### config.mk
export PLATFORM = sky130hd
export DESIGN_NAME = imem_loader
export DESIGN_NICKNAME = d
export VERILOG_FILES = /design/src/rtl/imem_loader_pkg.sv /design/src/rtl/imem_loader_byte_packer.sv /design/src/rtl/imem_loader.sv
export SDC_FILE = /design/constraint.sdc
export NUM_CORES = 1
export LEC_CHECK = 0
export BUFFER_PORTS_ARGS = -buffer_cell sky130_fd_sc_hd__buf_2
export CAP_MARGIN = 10
export CORE_UTILIZATION = 35
export CTS_BUF_LIST = sky130_fd_sc_hd__clkbuf_16
export DETAILED_ROUTE_END_ITERATION = 8
export PLACE_DENSITY_LB_ADDON = 0.15
export SYNTH_ARGS = -nofsm -noshare
export SYNTH_HDL_FRONTEND = slang
export SYNTH_HIERARCHICAL = 1
export SYNTH_SLANG_ARGS = --single-unit
### constraint.sdc
create_clock -name clk -period 2.9 [get_ports clk]
set_clock_uncertainty 0.1 [all_clocks]
set_input_delay 0.29 -clock clk [delete_from_list [all_inputs] [get_ports clk]]
set_output_delay 0.29 -clock clk [all_outputs]
set_load 0.01 [all_outputs]
### src/rtl/imem_loader_pkg.sv
// Shared types and constants for the instruction-memory boot loader.
// The CHECKSUM_EN macro enables the trailing checksum phase in imem_loader.
package imem_loader_pkg;

  localparam int BYTES_PER_WORD = 4;
  localparam int BCNT_W         = 2;

  typedef enum logic [1:0] {
    IDLE = 2'd0,
    LOAD = 2'd1,
    CHK  = 2'd2,
    DONE = 2'd3
  } state_e;

endpackage

### src/rtl/imem_loader_byte_packer.sv
// Packs an 8-bit stream little-endian into 32-bit words and pulses word_valid
// in the cycle after the fourth byte of a word is accepted.
module byte_packer
  import imem_loader_pkg::*;
(
  input  logic        clk,
  input  logic        clrn,
  input  logic        clear,
  input  logic        accept,
  input  logic [7:0]  data,
  output logic [31:0] word,
  output logic        word_valid,
  output logic        last_byte,
  output logic [31:0] assembled
);

  logic [BCNT_W-1:0] count;
  logic [23:0]       shift_q;

  // Earlier bytes shift down, so the first byte of a word ends up in [7:0].
  assign last_byte = accept && (count == BCNT_W'(BYTES_PER_WORD - 1));
  assign assembled = {data, shift_q};

  always_ff @(posedge clk or negedge clrn) begin
    if (!clrn) begin
      count      <= '0;
      shift_q    <= '0;
      word       <= '0;
      word_valid <= 1'b0;
    end else if (clear) begin
      count      <= '0;
      shift_q    <= '0;
      word_valid <= 1'b0;
    end else begin
      word_valid <= last_byte;
      if (accept) begin
        count   <= count + BCNT_W'(1);
        shift_q <= {data, shift_q[23:8]};
      end
      if (last_byte) begin
        word <= assembled;
      end
    end
  end

endmodule

### src/rtl/imem_loader.sv
// Boot loader: stalls the CPU, streams a program into instruction memory, then
// hands the memory address port to the CPU. Optional checksum via CHECKSUM_EN.
module imem_loader
  import imem_loader_pkg::*;
#(
  parameter int AW    = 5,
  parameter int DEPTH = 32
) (
  input  logic          clk,
  input  logic          clrn,
  input  logic          start,
  input  logic [7:0]    in_data,
  input  logic          in_valid,
  output logic          in_ready,
  input  logic [31:0]   cpu_a,
  output logic [AW-1:0] mem_addr,
  output logic [31:0]   mem_wdata,
  output logic          mem_we,
  output logic          cpu_hold,
  output logic          busy,
  output logic          done,
  output logic          err,
  output logic [1:0]    dbg_state
);

  localparam logic [AW:0] LAST_PTR = (AW + 1)'(DEPTH - 1);

  state_e      state;
  logic [AW:0] ptr;
  logic        accept;
  logic        restart;
  logic        word_valid;
  logic        last_byte;
  logic        last_wr;
  logic [31:0] word;
  logic [31:0] assembled;
  logic        unused;

  // Handshake: a byte transfers on a rising edge where in_valid && in_ready.
  assign accept  = in_valid && in_ready;
  assign restart = start && ((state == IDLE) || (state == DONE));

  byte_packer u_packer (
    .clk        (clk),
    .clrn       (clrn),
    .clear      (restart),
    .accept     (accept),
    .data       (in_data),
    .word       (word),
    .word_valid (word_valid),
    .last_byte  (last_byte),
    .assembled  (assembled)
  );

  // No byte is taken during the final write cycle: the session is over after it.
  assign last_wr   = word_valid && (state == LOAD) && (ptr == LAST_PTR);
  assign in_ready  = ((state == LOAD) && !last_wr) || (state == CHK);
  assign mem_we    = word_valid && (state == LOAD);
  assign mem_wdata = word;
  assign mem_addr  = (state == DONE) ? cpu_a[AW+1:2] : ptr[AW-1:0];
  assign cpu_hold  = (state != DONE);
  assign busy      = (state == LOAD) || (state == CHK);
  assign done      = (state == DONE);
  assign dbg_state = state;

  assign unused = ^{cpu_a[31:AW+2], cpu_a[1:0], assembled};

  always_ff @(posedge clk or negedge clrn) begin
    if (!clrn) begin
      state <= IDLE;
      ptr   <= '0;
    end else begin
      case (state)
        IDLE, DONE: begin
          if (start) begin
            state <= LOAD;
            ptr   <= '0;
          end
        end
        LOAD: begin
          if (mem_we) begin
            if (ptr == LAST_PTR) begin
`ifdef CHECKSUM_EN
              state <= CHK;
`else
              state <= DONE;
`endif
            end else begin
              ptr <= ptr + (AW + 1)'(1);
            end
          end
        end
        CHK: begin
          if (last_byte) state <= DONE;
        end
        default: state <= IDLE;
      endcase
    end
  end

`ifdef CHECKSUM_EN
  logic [31:0] sum;
  logic        err_q;

  // The verdict is taken from the combinational word so it lands with done.
  always_ff @(posedge clk or negedge clrn) begin
    if (!clrn) begin
      sum   <= '0;
      err_q <= 1'b0;
    end else if (restart) begin
      sum   <= '0;
      err_q <= 1'b0;
    end else begin
      if (mem_we) sum <= sum + word;
      if ((state == CHK) && last_byte) err_q <= (assembled != sum);
    end
  end

  assign err = err_q;
`else
  assign err = 1'b0;
`endif

endmodule
== After elaboration in Yosys (flattened, before gate mapping) ==
Cells that the tools add are included.

* Register bits after elaboration: 67
* Bits of input ports: 44
* Output and inout bits: 45
* Word-level logic and storage cells: 52

* Add/sub/neg operators: 2
* Eq/ne operators: 11
* Muxes and demuxes: 15
* Bitwise gates (word level): 1
* Reductions and logical operators: 17

{| class="wikitable"
|+ Operator list
! kind !! count
|-
| $mux 24 || 2
|-
| $mux 6 || 3
|-
| $mux 2 || 6
|-
| $pmux 6 s2 || 1
|-
| $ne 2x2->1 const B || 5
|-
| $reduce_and 4->1 || 2
|-
| $add 6x1->6 const B || 1
|-
| $eq 2x2->1 const B || 3
|-
| $eq 6x5->1 const B || 1
|-
| $logic_and 1x1->1 || 6
|-
| $pmux 2 s3 || 1
|-
| $mux 5 || 1
|-
| $reduce_bool 2->1 || 2
|-
| $logic_or 1x1->1 || 3
|-
| $add 2x1->2 const B || 1
|-
| $eq 2x1->1 const B || 1
|-
| $logic_not 2->1 || 1
|-
| $ne 2x1->1 const B || 1
|-
| $reduce_and 2->1 || 1
|-
| $reduce_or 2->1 || 1
|-
| $logic_not 1->1 || 1
|-
| $mux 1 || 1
|-
| $not 1->1 || 1
|}

== Depth between registers and ports, before layout ==
Gate-level depths: netlist (run 1).

* Depth after elaboration: 10
* Mapped depth: 12
* Gate-level depth less buffers: 9

== Hierarchy ==
Netlist (run 1), hierarchy kept.

{| class="wikitable"
|+ Modules (own cells, without submodules)
! module !! instances !! cells an instance !! area each (um2) !! seq. area each (um2)
|-
| byte_packer || 1 || 164 || 2473.6 || 1476.4
|-
| imem_loader || 1 || 76 || 664.4 || 200.2
|}

== Worst setup path before layout (run 1) ==
No wires, ideal clock.

* Path kind: reg-to-reg
* From: register ptr[0]
* To: register state[1], in the netlist dbg_state[1]
* Arrival: 2.173 ns
* Required time: 2.721 ns
* Slack: 0.547 ns
* Stages on the path, launching flop included: 13
* Clock period less this slack: 2.353 ns
* Cells stage by stage: dfrtp_1 -> ha_1 -> and3_1 -> buf_6 -> nand3_2 -> a21o_1 -> and2_1 -> buf_4 -> buf_4 -> and2_1 -> nand2b_1 -> nand3_2 -> mux2i_1

* Cells in the longest elaborated chain, start to end: 9
* Elaborated cells between the ends (all ways): 10
* Classes of those cells: eq/ne: 3; reduce/logical: 7

{| class="wikitable"
|+ RTL lines
! item !! line !! text
|-
| start: declaration || imem_loader.sv:29 || <nowiki>logic [AW:0] ptr;</nowiki>
|-
| start signal: assignment || imem_loader.sv:89 || <nowiki>ptr <= ptr + (AW + 1)'(1);</nowiki>
|-
| $eq 6x5->1 || imem_loader.sv:56 || <nowiki>assign last_wr = word_valid && (state == LOAD) && (ptr == LAST_PTR);</nowiki>
|-
| $logic_and 1x1->1 || imem_loader.sv:56 ||
|-
| $logic_not 1->1 || imem_loader.sv:57 || <nowiki>assign in_ready = ((state == LOAD) && !last_wr) || (state == CHK);</nowiki>
|-
| $logic_and 1x1->1 || imem_loader.sv:57 ||
|-
| $logic_or 1x1->1 || imem_loader.sv:57 ||
|-
| via in_ready || imem_loader.sv:14 || <nowiki>output logic in_ready,</nowiki>
|-
| $logic_and 1x1->1 || imem_loader.sv:40 || <nowiki>assign accept = in_valid && in_ready;</nowiki>
|-
| via accept || imem_loader.sv:30 || <nowiki>logic accept;</nowiki>
|-
| $logic_and 1x1->1 || imem_loader_byte_packer.sv:21 || <nowiki>assign last_byte = accept && (count == BCNT_W'(BYTES_PER_WORD - 1));</nowiki>
|-
| via last_byte || imem_loader.sv:33 || <nowiki>logic last_byte;</nowiki>
|-
| $ne 2x2->1 (no source line) || - ||
|-
| $reduce_and 4->1 (no source line) || - ||
|-
| end signal: assignment || imem_loader.sv:70 || <nowiki>state <= IDLE;</nowiki>
|-
| end signal: assignment || imem_loader.sv:76 || <nowiki>state <= LOAD;</nowiki>
|-
| end signal: assignment || imem_loader.sv:86 || <nowiki>state <= DONE;</nowiki>
|-
| end: declaration || imem_loader.sv:28 || <nowiki>state_e state;</nowiki>
|}

The timed path passes the listed nets, and every way through them passes these cells.
A chain may end at the register's enable or synchronous reset.

== Worst setup path after layout (run 1) ==
* From: register ptr[0]
* To: register u_packer.word[18]

* Cells in the longest elaborated chain, start to end: 8

{| class="wikitable"
|+ RTL lines
! item !! line !! text
|-
| $eq 6x5->1 || imem_loader.sv:56 ||
|-
| $logic_and 1x1->1 || imem_loader.sv:56 ||
|-
| $logic_not 1->1 || imem_loader.sv:57 ||
|-
| $logic_and 1x1->1 || imem_loader.sv:57 ||
|-
| $logic_or 1x1->1 || imem_loader.sv:57 ||
|-
| $logic_and 1x1->1 || imem_loader.sv:40 ||
|-
| via accept || imem_loader.sv:30 ||
|-
| $logic_and 1x1->1 || imem_loader_byte_packer.sv:21 ||
|-
| $reduce_and 2->1 (no source line) || - ||
|-
| end signal: assignment || imem_loader_byte_packer.sv:41 || <nowiki>word <= assembled;</nowiki>
|-
| end: declaration || imem_loader_byte_packer.sv:11 || <nowiki>output logic [31:0] word,</nowiki>
|}

The timed path passes the listed nets, and every way through them passes these cells.

==> flow_summary.toml, run 1 <==
[floorplanning]
full_die_area_um2 = 9170
die_height_um = 95.8
initial_core_util_pct = 36.7
design.portCount = 89
num_rows = 33
design.core.area_um2 = 8380
die-width_um = 95.8

[worst_hold_path]
hold_path_end = "u_packer/word[29]"
hp-start = "in_data[5]"
hold_path_depth = 2
min_path_type = "input port to flip-flop"

[sta]
max-slew-margin-rel_pct = 46.0
worst_slew_pin_slew_ps = 811
period_needed_ps = 2460
period_share_pct = 84.7
max_clock_freq_ghz = 0.407
report.final.hold_viol_count = 0
finalSetupViolCount = 0
total_negative_setup_slack_ps = 0
finalMaxSlewViolations = 0
grt_setup_unrepaired = "no"

[placement]
dpl.cell_count = 388
dp_hpwl_um = 3850
port-buffer-count = 60
gp_congestion = 0.747

[drt]
viasPerCell = 4.77
num_vias = 1926
detail_route.wl_per_cell_um = 14.3
firstDrtPassIters = 4
final_antenna_net_count = 0
drc_errors = 0
wl_um = 5760
initial_drt_markers = 64

[logic_synthesis]
postSynthNetCount = 281
syn-mean-instance-area_um2 = 13.3
warnings_from_yosys = 6
postSynthCellCount = 232
synthesis.area_um2 = 3080

[layout]
area_delta_synth_final_pct = 20.7
finish.utilization_pct = 44.3
filler_free_cell_count_of_the_finished_design = 404
layout_common_cells = "dfrtp_1 (67), buf_2 (60), mux2_4 (29)"
final_nets = 344
ff_latch_area_um2 = 1680
final_layout_size_suffix_gt1_share_pct = 40.1
antenna_cells_inserted = 0
multi_input_comb_area_um2 = 1260
layout_fillers = 784
leading_cell_type_in_the_layout_fill_and_taps_excluded = "dfrtp_1"

[setup_path]
worst-r2r-setup-slack_ps = 440
crit_path_start_kind = "flip-flop"
r2r.worst_path.cells = 8
regToRegStartpoint = "ptr[0]"
timing_worst_setup_path_type = "flip-flop to flip-flop"
critical_path_arrival_ps = 2560
worst-path-max-fanout = 13
critical_path.reg2reg.endpoint = "u_packer/word[18]"
critPathCaptureType = "flip-flop"
required_time_reported_for_the_critical_path_endpoint_ps = 3010

[global_route]
grt_pass1_wl_um = 9540
gr-usage-all-layers_pct = 14.2
vias_in_the_first_global_route = 1824
grt-ovfl-total = 0
initial_antenna_violation_count = 0
pin_count_of_the_biggest_net_entering_global_routing = 37

[cts]
postCtsResizedCells = 0
cts-root-to-sink-buffers = 2
htreeDepth = 3
worst_skew_pair.late_latency_ps = 320
cts_root_buffer = "clkbuf_16"
cts.repair_timing.setup_buffer_count = 0
cts.sink_count = 67
tritoncts = "built"
clk_pin_slew_worst_paths_ps = 50
cts_made_buffers = 9
holdBufCountCts = 1

[power_and_ir_drop]
worst_ir_drop_vdd_uv = 630
static-leakage-power_nw = 2.06
total_power_mw = 3.34
power_density_over_the_cells_nw_per_um2 = 900

[status]
outcome = "completed"

[flow_run]
max-cap-violations = 0
-- layout make-up --
class,instances,area share [%]
clock buffers,9,6.06
clock inverters,6,0.741
inverters,7,0.707
multi-input cells,143,33.9
flip-flops and latches,67,45.1
well taps,105,3.54
repair buffers,67,9.90
-- per-stage QoR --
stage / hold slack (ps) / cell area, µm² / setup slack [ps]
2_1_floorplan: -106 / 3080 / 547
3_3_place_gp: 349 / 3450 / 436
3_5_place_dp: 350 / 3450 / 459
4_1_cts: 108 / 3720 / 441
5_1_grt: 108 / 3720 / 271
6_report: 113 / 3720 / 443
-- worst max path at each step --
stage | from | endpoint | slack (ps) | cells after the start
after floorplan | ptr[0] | dbg_state[1] | 550 | 12
after global placement | ptr[0] | u_packer/word[16] | 440 | 8
after detailed placement | ptr[0] | u_packer/word[18] | 460 | 8
after CTS | ptr[0] | u_packer/word[18] | 440 | 8
after global routing | ptr[0] | u_packer/word[18] | 270 | 8
final | ptr[0] | u_packer/word[18] | 440 | 8
-- layer usage --
| layer | track usage [%] | up-vias | part of all wire [%] |
|---|---|---|---|
| met2 | 19.2 | 37 | 43 |
| met1 | 20.5 | 955 | 51 |
| li1 | - | 929 | - |
| met3 | 5.45 | 5 | 4.7 |
| met5 | 0 | - | 0 |
| met4 | 4.85 | 0 | 1.1 |
-- critical path: stages (launching register included) --
cell and delay (ps):
dfrtp_1 440, ha_1 240, and3_1 330, nand3_2 100
a21o_1 190, and2_2 220, nand3b_4 100, buf_4 250
mux2_2 360
-- sequential cells by signal, summed over array words and instances (netlist names) --
name / count
u_packer/word: 32
u_packer/shift_q: 24
ptr: 6
dbg_state: 2
u_packer/count: 2
u_packer/word_valid: 1
-- power by group --
part           internal (mW)  leakage, nW  switching, mW  total [mW]
sequential              1.20        0.901          0.203        1.40
combinational          0.509         1.03          0.511        1.02
clock                  0.558        0.133          0.366       0.924
total                   2.26         2.06           1.08        3.34
No activity file was read; power rests on OpenSTA's default activity.
==> run 2: changes to the inputs <==
==> constraint.sdc (replaced) <==
create_clock -name clk -period 2.4 [get_ports clk]
set_clock_uncertainty 0.1 [all_clocks]
set_input_delay 0.24 -clock clk [delete_from_list [all_inputs] [get_ports clk]]
set_output_delay 0.24 -clock clk [all_outputs]
set_load 0.01 [all_outputs]
==> run 2 against run 1 <==
  * Global-route usage shrank 0.25 points
  * Register-to-register slack worse by 300 ps
  * Combinational power is 25% higher
  * Maximum frequency up 8.8%
  * Non-clock buffer count up 3
  * Critical endpoint is now u_packer/word[20]
  * Sequential power up 20%
  * Cell area is 1.9% higher
  * Largest cell class unchanged
  * Sequential share of layout area shrank 0.83 points
  * Critical path depth stayed put
  * First-iteration DRC count is 36% lower
  * Clock power is 31% higher
==> flow_summary.toml, run 2 (synthesis results as in run 1) <==
[global_route]
vias_in_the_first_global_route = 1776
gr-usage-all-layers_pct = 13.9
initial_antenna_violation_count = 0
pin_count_of_the_biggest_net_entering_global_routing = 44
grt_pass1_wl_um = 9400
grt-ovfl-total = 0

[cts]
cts_made_buffers = 9
htreeDepth = 3
cts.sink_count = 67
cts-root-to-sink-buffers = 2
worst_skew_pair.late_latency_ps = 310
tritoncts = "built"
postCtsResizedCells = 0
cts.repair_timing.setup_buffer_count = 0
clk_pin_slew_worst_paths_ps = 50
cts_root_buffer = "clkbuf_16"

[sta]
period_needed_ps = 2260
finalSetupViolCount = 0
max-slew-margin-rel_pct = 62.0
finalMaxSlewViolations = 0
max_clock_freq_ghz = 0.443
worst_slew_pin_slew_ps = 571
report.final.hold_viol_count = 0
total_negative_setup_slack_ps = 0
period_share_pct = 94.1
setup_slack_ps = 143
grt_setup_unrepaired = "no"
hold_slack_ps = 72.3

[drt]
initial_drt_markers = 41
drc_errors = 0
wl_um = 5690
firstDrtPassIters = 4
detail_route.wl_per_cell_um = 14.0
num_vias = 1922
final_antenna_net_count = 0
viasPerCell = 4.72

[power_and_ir_drop]
power_density_over_the_cells_nw_per_um2 = 1100
total_power_mw = 4.16
static-leakage-power_nw = 2.10
worst_ir_drop_vdd_uv = 410

[layout]
final_layout_size_suffix_gt1_share_pct = 40.7
layout_common_cells = "dfrtp_1 (67), buf_2 (60), mux2_4 (29)"
area_delta_synth_final_pct = 23.0
final_nets = 347
largest_reg_flops = 32
design_area_um2 = 3790
antenna_cells_inserted = 0
largest_reg_by_ff_count = "u_packer/word"
leading_cell_type_in_the_layout_fill_and_taps_excluded = "dfrtp_1"
largestRegisters = "u_packer/word: 32 flops, u_packer/shift_q: 24 flops, ptr: 6 flops"

[setup_path]
critPathCaptureType = "flip-flop"
worst-path-max-fanout = 20
crit_path_start_kind = "flip-flop"
timing_worst_setup_path_type = "flip-flop to flip-flop"
required_time_reported_for_the_critical_path_endpoint_ps = 2500
critical_path_arrival_ps = 2360
worst-r2r-setup-slack_ps = 140

[placement]
dp_hpwl_um = 3880
placed_area_um2 = 3500
pre_cts_ws_ps = 154
port-buffer-count = 60
gp_congestion = 0.765

[floorplanning]
num_rows = 33
initial_core_util_pct = 36.7
full_die_area_um2 = 9170
design.core.area_um2 = 8380
die_height_um = 95.8
die-width_um = 95.8
design.portCount = 89

[status]
outcome = "completed"

[flow_run]
max-cap-violations = 0

[worst_hold_path]
min_path_type = "input port to flip-flop"
run 2: through the flow:
stage / std cells / util [%]
floorplan: 232 / -
global placement: 391 / 41.8
detailed placement: 391 / 41.8
CTS: 407 / 45.2
global route: 407 / 45.2
finish: 407 / 45.2
run 2: final cells by class:
class / count / area [µm²]
fill: 792 / 4600
tap: 105 / 131
multi-input combinational: 143 / 1260
clock buffer: 9 / 225
clock inverter: 6 / 50.0
sequential: 67 / 1680
timing repair buffer: 70 / 415
inverter: 7 / 26.3
run 2: what timing repair did:
action                     4_1_cts  5_1_grt
hold buffers                     1        0
hold endpoints to repair        24        0
setup endpoints to repair        0        0
run 2: worst max-delay path, cell delays in order, from the launching register on:
cell and delay [ps]:
dfrtp_1 430, ha_1 250, and3_1 220, nand3_2 80, a21o_1 190, and2_2 230
nand3b_4 110, buf_12 200, mux2_4 320
run 2: report_power, final:
| group | total [mW] | internal (mW) | switching, mW | leakage (nW) |
|---|---|---|---|---|
| clock | 1.21 | 0.780 | 0.426 | 0.143 |
| sequential | 1.68 | 1.44 | 0.235 | 0.901 |
| combinational | 1.27 | 0.641 | 0.629 | 1.05 |
run 2: per-layer routing:
layer	vias up	share of wire [%]	track usage, %
li1	938	-	-
met1	934	52	21.8
met2	40	42	17.9
met3	10	3.6	3.16
met4	0	1.9	6.34
met5	-	0	0
run 2: worst paths after layout:
check / cells past startpoint / end / from
worst max register to register: 8 / u_packer/word[20] / ptr[1]
worst min register to register: 1 / ptr[4] / ptr[5]
worst min-delay path: 2 / u_packer/word[30] / in_data[6]
worst max-delay path: 8 / u_packer/word[20] / ptr[1]
max in group asynchronous: 3 / u_packer/shift_q[21] / clrn
min in group asynchronous: 2 / u_packer/word[5] / clrn
==> run 3: changes to the inputs <==
--- a/config.mk
+++ b/config.mk
@@ -10,7 +10,6 @@
 export CORE_UTILIZATION = 35
 export CTS_BUF_LIST = sky130_fd_sc_hd__clkbuf_16
 export DETAILED_ROUTE_END_ITERATION = 8
-export PLACE_DENSITY_LB_ADDON = 0.15
 export SYNTH_ARGS = -nofsm -noshare
 export SYNTH_HDL_FRONTEND = slang
 export SYNTH_HIERARCHICAL = 1
==> run 3 against run 2 <==
  * Maximum frequency grew 1.3%
  * Critical path depth unchanged
  * Final cell count is 0.25% lower
  * Sequential share of layout area down 0.059 points
  * Sequential power about the same
  * Setup slack improved by 29 ps
  * Critical path type unchanged
  * Largest cell class unchanged
==> flow_summary.toml, run 3 (synthesis results as in run 1) <==
[cts]
cts.repair_timing.setup_buffer_count = 0
worst_skew_pair.late_latency_ps = 320
cts_root_buffer = "clkbuf_16"
tritoncts = "built"
cts_made_buffers = 9
cts.sink_count = 67
htreeDepth = 3
cts-root-to-sink-buffers = 2
clk_pin_slew_worst_paths_ps = 60

[layout]
finish.utilization_pct = 45.2
layout_fillers = 770
largest_reg_flops = 32
ff_latch_area_um2 = 1680
area_delta_synth_final_pct = 23.2
largest_reg_by_ff_count = "u_packer/word"
leading_cell_type_in_the_layout_fill_and_taps_excluded = "dfrtp_1"
final_layout_size_suffix_gt1_share_pct = 41.9
multi_input_comb_area_um2 = 1260
layout_common_cells = "dfrtp_1 (67), buf_2 (59), mux2_4 (29)"
design_area_um2 = 3790
final_nets = 345
antenna_cells_inserted = 0
largestRegisters = "u_packer/word: 32 flops, u_packer/shift_q: 24 flops, ptr: 6 flops"

[power_and_ir_drop]
power_density_over_the_cells_nw_per_um2 = 1120
sw_share_pct = 31.9
static-leakage-power_nw = 2.08
total_power_mw = 4.24
clkPwrFrac_pct = 30.6
seqPwrFrac_pct = 39.4
p_switching_mw = 1.35
intPower_mw = 2.89
combPwrFrac_pct = 29.9
worst_ir_drop_vdd_uv = 339

[worst_hold_path]
min_path_type = "input port to flip-flop"

[sta]
grt_setup_unrepaired = "no"
period_share_pct = 92.9
total_negative_setup_slack_ps = 0
max-slew-margin-rel_pct = 42.5
finalSetupViolCount = 0
finalMaxSlewViolations = 0
period_needed_ps = 2230
worst_slew_pin_slew_ps = 863
hold_slack_ps = 61.5
report.final.hold_viol_count = 0
max_clock_freq_ghz = 0.449

[floorplanning]
die-width_um = 95.8
die_height_um = 95.8
design.core.area_um2 = 8380
full_die_area_um2 = 9170
num_rows = 33
design.portCount = 89
initial_core_util_pct = 36.7

[drt]
initial_drt_markers = 85
detail_route.wl_per_cell_um = 13.9
final_antenna_net_count = 0
wl_um = 5660
drc_errors = 0
num_vias = 1960
viasPerCell = 4.83
firstDrtPassIters = 4

[setup_path]
worst-path-max-fanout = 18
timing.critical_path.buf_inv = 1
crit_path_start_kind = "flip-flop"
max_stage_delay_on_crit_path_ps = 420
timing_worst_setup_path_type = "flip-flop to flip-flop"
required_time_reported_for_the_critical_path_endpoint_ps = 2510
worst-r2r-setup-slack_ps = 170
critPathCaptureType = "flip-flop"
critical_path_arrival_ps = 2340
cell_at_the_slowest_stage_of_the_critical_path = "dfrtp_1"
cp_top_family = "simple AND/OR/NAND/NOR gates"
worstPathCellList = "ha_1 -> and3_1 -> nand3_2 -> a21o_1 -> and2_2 -> nand3b_4 -> buf_12 -> mux2_2"

[global_route]
vias_in_the_first_global_route = 1956
initial_antenna_violation_count = 0
pin_count_of_the_biggest_net_entering_global_routing = 68
grt_pass1_wl_um = 9580
gr-usage-all-layers_pct = 13.9
grt-ovfl-total = 0

[placement]
dp_hpwl_um = 3690
gp_congestion = 0.774
port-buffer-count = 60
placed_area_um2 = 3480

[status]
outcome = "completed"

[flow_run]
max-cap-violations = 0
run 3: changes by cell type in the layout (fill, tap and decap cells not counted):
| cell | previous run | this run |
|---|---|---|
| clkinvlp_4 | 0 | 2 |
| buf_2 | 60 | 59 |
| clkinv_4 | 0 | 2 |
| buf_12 | 3 | 2 |
| buf_4 | 6 | 5 |
| buf_6 | 0 | 1 |
| inv_1 | 9 | 7 |
| clkinv_1 | 2 | 0 |
| inv_6 | 0 | 1 |
run 3: layer usage:
metal / part of all wire, % / up-vias / track usage (%)
met5: 0 / - / 0
met4: 1.2 / 0 / 7.09
met3: 4.5 / 5 / 3.16
met2: 46 / 50 / 21.3
met1: 48 / 973 / 18.5
li1: - / 932 / -
run 3: path summary, 6_finish.rpt:
| path | start | to | cells past startpoint |
|---|---|---|---|
| max | ptr[1] | u_packer/word[18] | 8 |
| min | in_data[3] | u_packer/word[27] | 2 |
| max reg2reg | ptr[1] | u_packer/word[18] | 8 |
| min reg2reg | u_packer/word[11] | u_packer/word[11] | 1 |
| max in group asynchronous | clrn | ptr[3] | 2 |
| min in group asynchronous | clrn | u_packer/word[4] | 2 |
run 3: power groups by stage:
stage               logic, mW  clock network, mW  registers, mW
finish                   1.27               1.30           1.67
global route             1.43               1.39           1.73
CTS                      1.29               1.34           1.68
detailed placement       1.28                  0           1.69
global placement         1.25                  0           1.68
floorplan               0.858                  0           1.70
run 3: area by class of cell:
cell class,instances,area share (%)
sequential,67,44.2
clock inverter,7,2.01
tap,105,3.47
inverter,7,0.693
timing repair buffer,68,10.4
multi-input combinational,143,33.3
clock buffer,9,5.94
run 3: repair_timing:
item	in CTS	in global routing
hold buffers	1	0
hold endpoints to repair	67	0
setup endpoints to repair	0	2
resized for setup	0	1
run 3: through the flow:
step / cells / worst slack, ps
after floorplan: 232 / 47.4
after global placement: 389 / 180
after detailed placement: 389 / 151
after CTS: 406 / 132
after global routing: 406 / 26.9
final: 406 / 171
